--- config.mk ---
export PLATFORM = sky130hd
export DESIGN_NAME = mem_arbiter
export DESIGN_NICKNAME = d
export VERILOG_FILES = /design/src/rtl/mem_arbiter.sv
export SDC_FILE = /design/constraint.sdc
export NUM_CORES = 1
export LEC_CHECK = 0
export CAP_MARGIN = 20
export CORE_MARGIN = 3
export CORE_UTILIZATION = 40
export DETAILED_ROUTE_END_ITERATION = 10
export PLACE_DENSITY = 0.75
export SKIP_LAST_GASP = 1
export SLEW_MARGIN = 20
export SYNTH_ARGS = -nofsm -noshare
export SYNTH_HDL_FRONTEND = slang
export SYNTH_SLANG_ARGS = --single-unit
--- constraint.sdc ---
create_clock -name clk -period 6.08 [get_ports clk]
set_input_delay 0.912 -clock clk [delete_from_list [all_inputs] [get_ports clk]]
set_output_delay 0.912 -clock clk [all_outputs]
set_load 0.05 [all_outputs]
--- src/rtl/mem_arbiter.sv ---
// mem_arbiter: shares one single-port memory between fetch and the LSU.
// Define ARB_STARVE_GUARD_EN to let fetch win after STARVE_LIMIT LSU grants.
module mem_arbiter #(
    parameter int ADDR_W       = 32,
    parameter int TIMEOUT      = 15,
    parameter int STARVE_LIMIT = 4
) (
    input  logic              clk,
    input  logic              rst,
    input  logic              if_req,
    input  logic [ADDR_W-1:0] if_addr,
    output logic              if_gnt,
    output logic [31:0]       if_rdata,
    output logic              if_valid,
    output logic              if_err,
    input  logic              ls_req,
    input  logic              ls_we,
    input  logic [1:0]        ls_size,
    input  logic [ADDR_W-1:0] ls_addr,
    input  logic [31:0]       ls_wdata,
    output logic              ls_gnt,
    output logic [31:0]       ls_rdata,
    output logic              ls_valid,
    output logic              ls_err,
    output logic              mem_en,
    output logic              mem_we,
    output logic [ADDR_W-1:0] mem_addr,
    output logic [3:0]        mem_be,
    output logic [31:0]       mem_wdata,
    input  logic [31:0]       mem_rdata,
    input  logic              mem_ready,
    output logic              busy
);
    typedef enum logic {IDLE, ACC} state_t;
    localparam int CNT_W = $clog2(TIMEOUT + 1);

    state_t            state_q;
    logic              side_q;
    logic              we_q;
    logic [ADDR_W-1:0] addr_q;
    logic [3:0]        be_q;
    logic [31:0]       wdata_q;
    logic [CNT_W-1:0]  cnt_q;
    logic              if_valid_q, if_err_q, ls_valid_q, ls_err_q;
    logic [31:0]       if_rdata_q, ls_rdata_q;

    logic              idle;
    logic              fetch_pref;
    logic [ADDR_W-1:0] g_addr;
    logic [1:0]        g_size;
    logic              g_we;
    logic              mis;
    logic [3:0]        be_d;
    logic [31:0]       wdata_d;

`ifdef ARB_STARVE_GUARD_EN
    localparam int SW = $clog2(STARVE_LIMIT + 1);
    logic [SW-1:0] starve_q;

    assign fetch_pref = (starve_q == SW'(STARVE_LIMIT));

    always_ff @(posedge clk or posedge rst) begin
        if (rst) begin
            starve_q <= '0;
        end else if (if_gnt || !if_req) begin
            starve_q <= '0;
        end else if (ls_gnt) begin
            starve_q <= starve_q + SW'(1);
        end
    end
`else
    assign fetch_pref = (STARVE_LIMIT < 0);
`endif

    // Grants are combinational so the winner sees gnt in its request cycle.
    assign idle   = (state_q == IDLE) && !rst;
    assign ls_gnt = idle && ls_req && !(if_req && fetch_pref);
    assign if_gnt = idle && if_req && !ls_gnt;

    assign g_addr = ls_gnt ? ls_addr : if_addr;
    assign g_size = ls_gnt ? ls_size : 2'b10;
    assign g_we   = ls_gnt && ls_we;

    always_comb begin
        mis     = 1'b0;
        be_d    = 4'hf;
        wdata_d = ls_wdata;
        case (g_size)
            2'b00: begin
                be_d    = 4'b0001 << g_addr[1:0];
                wdata_d = {4{ls_wdata[7:0]}};
            end
            2'b01: begin
                mis     = g_addr[0];
                be_d    = 4'b0011 << {g_addr[1], 1'b0};
                wdata_d = {2{ls_wdata[15:0]}};
            end
            default: mis = |g_addr[1:0];
        endcase
        if (!g_we) be_d = 4'hf;
    end

    always_ff @(posedge clk or posedge rst) begin
        if (rst) begin
            state_q    <= IDLE;
            side_q     <= 1'b0;
            we_q       <= 1'b0;
            addr_q     <= '0;
            be_q       <= '0;
            wdata_q    <= '0;
            cnt_q      <= '0;
            if_valid_q <= 1'b0;
            if_err_q   <= 1'b0;
            ls_valid_q <= 1'b0;
            ls_err_q   <= 1'b0;
            if_rdata_q <= '0;
            ls_rdata_q <= '0;
        end else begin
            if_valid_q <= 1'b0;
            if_err_q   <= 1'b0;
            ls_valid_q <= 1'b0;
            ls_err_q   <= 1'b0;
            unique case (state_q)
                IDLE: begin
                    if (if_gnt || ls_gnt) begin
                        side_q  <= ls_gnt;
                        we_q    <= g_we;
                        addr_q  <= {g_addr[ADDR_W-1:2], 2'b00};
                        be_q    <= be_d;
                        wdata_q <= wdata_d;
                        cnt_q   <= CNT_W'(1);
                        if (mis) begin
                            if_err_q <= if_gnt;
                            ls_err_q <= ls_gnt;
                        end else begin
                            state_q <= ACC;
                        end
                    end
                end
                ACC: begin
                    if (mem_ready) begin
                        state_q <= IDLE;
                        if (side_q) begin
                            ls_valid_q <= 1'b1;
                            if (!we_q) ls_rdata_q <= mem_rdata;
                        end else begin
                            if_valid_q <= 1'b1;
                            if_rdata_q <= mem_rdata;
                        end
                    end else if (cnt_q == CNT_W'(TIMEOUT)) begin
                        state_q  <= IDLE;
                        if_err_q <= !side_q;
                        ls_err_q <= side_q;
                    end else begin
                        cnt_q <= cnt_q + CNT_W'(1);
                    end
                end
            endcase
        end
    end

    assign mem_en    = (state_q == ACC);
    assign busy      = mem_en;
    assign mem_we    = mem_en && we_q;
    assign mem_addr  = mem_en ? addr_q : '0;
    assign mem_be    = mem_en ? be_q : '0;
    assign mem_wdata = mem_en ? wdata_q : '0;
    assign if_rdata  = if_rdata_q;
    assign ls_rdata  = ls_rdata_q;
    assign if_valid  = if_valid_q;
    assign if_err    = if_err_q;
    assign ls_valid  = ls_valid_q;
    assign ls_err    = ls_err_q;
endmodule

Yosys cells after proc, flatten, opt, wreduce, memory -nomap -nowiden
Cells that the tools add are included.
Operators by class
  add/subtract/negate cells: 1
  multipliers: 0
  divide/modulo/power cells: 0
  order comparisons: 0
  equal/unequal tests: 5
  shift operators: 2
  multiplexer cells: 34
  bitwise operators: 3
  reduce and logical (&&, ||, !) cells: 16
Operators by type and width (count)
  $mux W32: 3
  $pmux W32 S2: 1
  $mux W4: 5
  $mux W1: 18
  $pmux W4 S2: 2
  $pmux W1 S2: 4
  $logic_and A1 B1 Y1: 6
  $reduce_and A3 Y1: 2
  $add A4 B1 Y4 const B: 1
  $eq A4 B4 Y1 const B: 1
  $ne A2 B2 Y1 const B: 2
  $reduce_and A4 Y1: 1
  $shl A1 B2 Y4 const A: 1
  $shl A2 B2 Y4 const A: 1
  $logic_not A1 Y1: 3
  $not A1 Y1: 3
  $eq A2 B1 Y1 const B: 1
  $logic_not A2 Y1: 1
  $mux W2: 1
  $ne A2 B1 Y1 const B: 1
  $reduce_and A2 Y1: 1
  $reduce_or A2 Y1: 1
  $logic_or A1 B1 Y1: 1
Storage, ports and cells
  register bits: 141
  latch bits: 0
  bits in writable memories: 0
  bits in read-only memories: 0
  output and inout port bits: 141
  memories: 0

Depth between registers and ports, before layout
  depth in word-level cells: 9
  depth in mapped cells: 7

Least setup slack after synthesis
Ideal clock, no wire load.
  path kind: input to output
  start: in rst
  end: out if_gnt
  arrival: 1841 ps
  required time: 5168 ps
  setup slack: 3327 ps
  stages: 3
  path buffers: 0
  cells stage by stage: nor2_1 > nand2_1 > nor2_1
Between the ends
  longest elaborated chain between the ends: 5
  elaborated cells between the ends (all ways): 6
  those cells by class: reduce/logical (6)
RTL lines
  start: declaration: line 9  | input logic rst,
  $logic_not A1 Y1 (no line) (*)
  $logic_and A1 B1 Y1 (*): line 76  | assign idle = (state_q == IDLE) && !rst;
  $logic_and A1 B1 Y1: line 77  | assign ls_gnt = idle && ls_req && !(if_req && fetch_pref);
  $logic_not A1 Y1: line 78  | assign if_gnt = idle && if_req && !ls_gnt;
  $logic_and A1 B1 Y1 (*): line 78
  end: declaration: line 12  | output logic if_gnt,
Every way passes the cells marked *; elsewhere a longest branch is shown, timed or not.

Worst setup path in the final report
Ends and elaborated chain as after synthesis.

==> metrics.cfg <==
[cells_and_area]
insertedDiodeCount = 0
layout-drive-gt1-share = 0.0863
final_nets = 1040
seqCellArea_um2 = 3530
area_delta_synth_final_pct = 53.1
multiInputGateArea_um2 = 2740
fill_cells = 1294

[pwr]
p_comb_frac = 0.437
p_leak_nw = 4.41
internal-power_mw = 2.54
powerDensity_nw_per_um2 = 433
seqPwrFrac = 0.320
switching_share = 0.411
p_switching_mw = 1.77
ir_drop_v = 0.000227
clkPwrFrac = 0.243

[setup_path]
crit_start = rst
required_ps = 5170
end_kind = primary output
critical_path_class = in -> out
cp_max_fo = 5
cp.arrival_ps = 2970
rr_startpoint = busy$_DFF_PP0_
start_kind = input pin
ff2ff_path_depth = 5

[sta]
setup_tns_ps = 0
tightestPinTransition_ps = 855
slew_violations = 0
timing.fmax_mhz = 258
timing.final.crit_share = 0.638
rsz0062_at_grt = false
relSlewSlack = 0.428
fin_skew_ps = 5.71
min_period_ps = 3880
finalWorstSetupSlack_ps = 2200
hold_violations = 0
setup_viol = 0

[job]
cap_violations = 0

[synth]
syn_area_per_cell_um2 = 10.1
synth_top_area_cell = dfrtp_1
ys.flop_type = dfrtp_1
synthDistinctLibCells = 42
yosysSeqAreaShare = 0.542
netlist.area_leader.share = 0.542
synth-edff-count = 0
netlist_area_um2 = 6500
syn-instance-count = 645
ys_seq_elements = 141
postSynth.asyncResetShare = 1.00
synth_area_leaders = dfrtp_1, nand2_1, mux2i_1, and2_1, mux2_2
ys_warn_count = 0

[global_route]
overflow = 0
antenna_found_initial = 1
grt_pass1_vias = 5516
grt_max_degree = 87
grt_use_total = 0.210
grt_pass1_wl_um = 29500

[cts]
htreeDepth = 4
cts.sinks = 141
cts_hold_buf = 0
cts_resized = 0
cts_tree = yes
cts_buffers = 17
cts_post_setup_buffers_inserted = 0
clk_latency_ps = 410
clockBufferDepth = 2
clk_pin_slew_ps = 60
clockRootBuffer = clkbuf_16

[place]
port_buffers = 274
gp_congestion = 0.869
post-place-ws_ps = 2220
hpwl_um = 13700

[floorplan]
chipHeight_um = 134
row_count = 45
core-area_um2 = 15500
io_pins = 277
start_util = 0.419
design.die.area_um2 = 17800
die_x_um = 134

[drt]
ant_nets = 0
drc = 0
drt-pass1-iter-count = 5
viasPerCell = 4.86
wirelength_um = 19000
drt-initial-drc-count = 268
vias = 5477
wl_per_cell_um = 16.9

[min_path]
hold_path_startpoint = if_rdata[14]$_DFFE_PP0P_
holdPathStages = 2
hp-class = reg -> reg

[outcome]
status = complete, no violations

power groups by stage:
stage	Sequential, mW	Clock, mW	Combinational (mW)
finish	1.38	1.05	1.88
global route	1.42	1.11	1.98
CTS	1.38	1.07	1.90
detailed placement	1.39	0	1.89
global placement	1.38	0	1.87
floorplan	2.08	0	0.506
placed cells by master (no fill, tap or decap), types with 4 or more instances in the layout:
cell type	count
dfrtp_1	140
nor2_1	17
o21ai_0	37
o21ai_1	14
clkdlybuf4s50_1	274
a21o_1	9
clkbuf_16	17
nand3_1	4
and2_1	68
mux2_2	31
buf_4	7
nand2_1	173
mux2i_1	48
a22o_1	9
clkinv_4	4
a21oi_1	13
worst max-delay path, stage by stage:
cell and delay [ps]:
clkdlybuf4s50_1 590, nor2_1 360, nand2_1 150, nor2_1 100
clkdlybuf4s50_1 850
registers in the layout, summed over array words and instances (netlist names):
name	cells
addr_q	30
be_q	4
busy	1
cnt_q	4
if_err	1
if_rdata	32
if_valid	1
ls_err	1
ls_rdata	32
ls_valid	1
side_q	1
wdata_q	32
we_q	1
metrics by stage:
stage               power, mW  hold slack (ps)  instance area [um2]   util  cells
finish                   4.31              469                 9960  0.641   1126
global route             4.51              484                 9960  0.641   1126
CTS                      4.35              475                 9950  0.640   1125
detailed placement       3.29              460                 9350  0.602   1094
global placement         3.25              450                 9350  0.602   1094
floorplan                2.59              438                 6510      -    646
synth_stat cells, drive strengths merged (2+ instances only):
| master | count |
|---|---|
| a21oi | 13 |
| a21o | 9 |
| nor3b | 2 |
| clkbuf | 19 |
| dfrtp | 141 |
| mux2i | 48 |
| o21ai | 52 |
| and3 | 2 |
| inv | 4 |
| nand2 | 174 |
| nor3 | 3 |
| o22a | 2 |
| a31oi | 2 |
| nand2b | 3 |
| buf | 25 |
| nor2 | 19 |
| a22o | 9 |
| mux2 | 32 |
| nand3 | 4 |
| and2 | 68 |
cell families after synthesis:
family / after synthesis / share of synthesized area
adder cells (fa/ha/maj): 1 / 0.00192
XOR/XNOR: 1 / 0.00135
multiplexers: 80 / 0.129
buffers and inverters: 48 / 0.0389
other: 1 / 0.000576
AO/OA/AOI/OAI: 93 / 0.0852
AND/OR/NAND/NOR: 280 / 0.200
flip-flops: 141 / 0.542
worst paths after layout:
check / slack (ps) / to
hold reg to reg: 470 / if_rdata[14]$_DFFE_PP0P_
max in group asynchronous: 3610 / addr_q[9]$_DFFE_PP0P_
min in group asynchronous: 1200 / we_q$_DFFE_PP0P_
setup reg to reg: 3840 / be_q[2]$_DFFE_PP0P_
hold / removal: 470 / if_rdata[14]$_DFFE_PP0P_
setup / recovery: 2200 / if_gnt
layer usage:
metal,vias up,GRT usage,wire (um)
met5,-,0,13
met4,2,0.0709,347
met3,24,0.0857,1820
met2,254,0.333,8710
met1,2552,0.262,8080
li1,2645,-,-
cell type report:
| type | instances | share of cell area |
|---|---|---|
| Multi-Input combinational cell | 457 | 0.275 |
| Clock buffer | 18 | 0.0431 |
| Tap cell | 211 | 0.0265 |
| Inverter | 4 | 0.00201 |
| Timing Repair Buffer | 282 | 0.282 |
| Clock inverter | 13 | 0.0168 |
| Sequential cell | 141 | 0.354 |
Note: power is estimated with default switching activity, not from simulation.
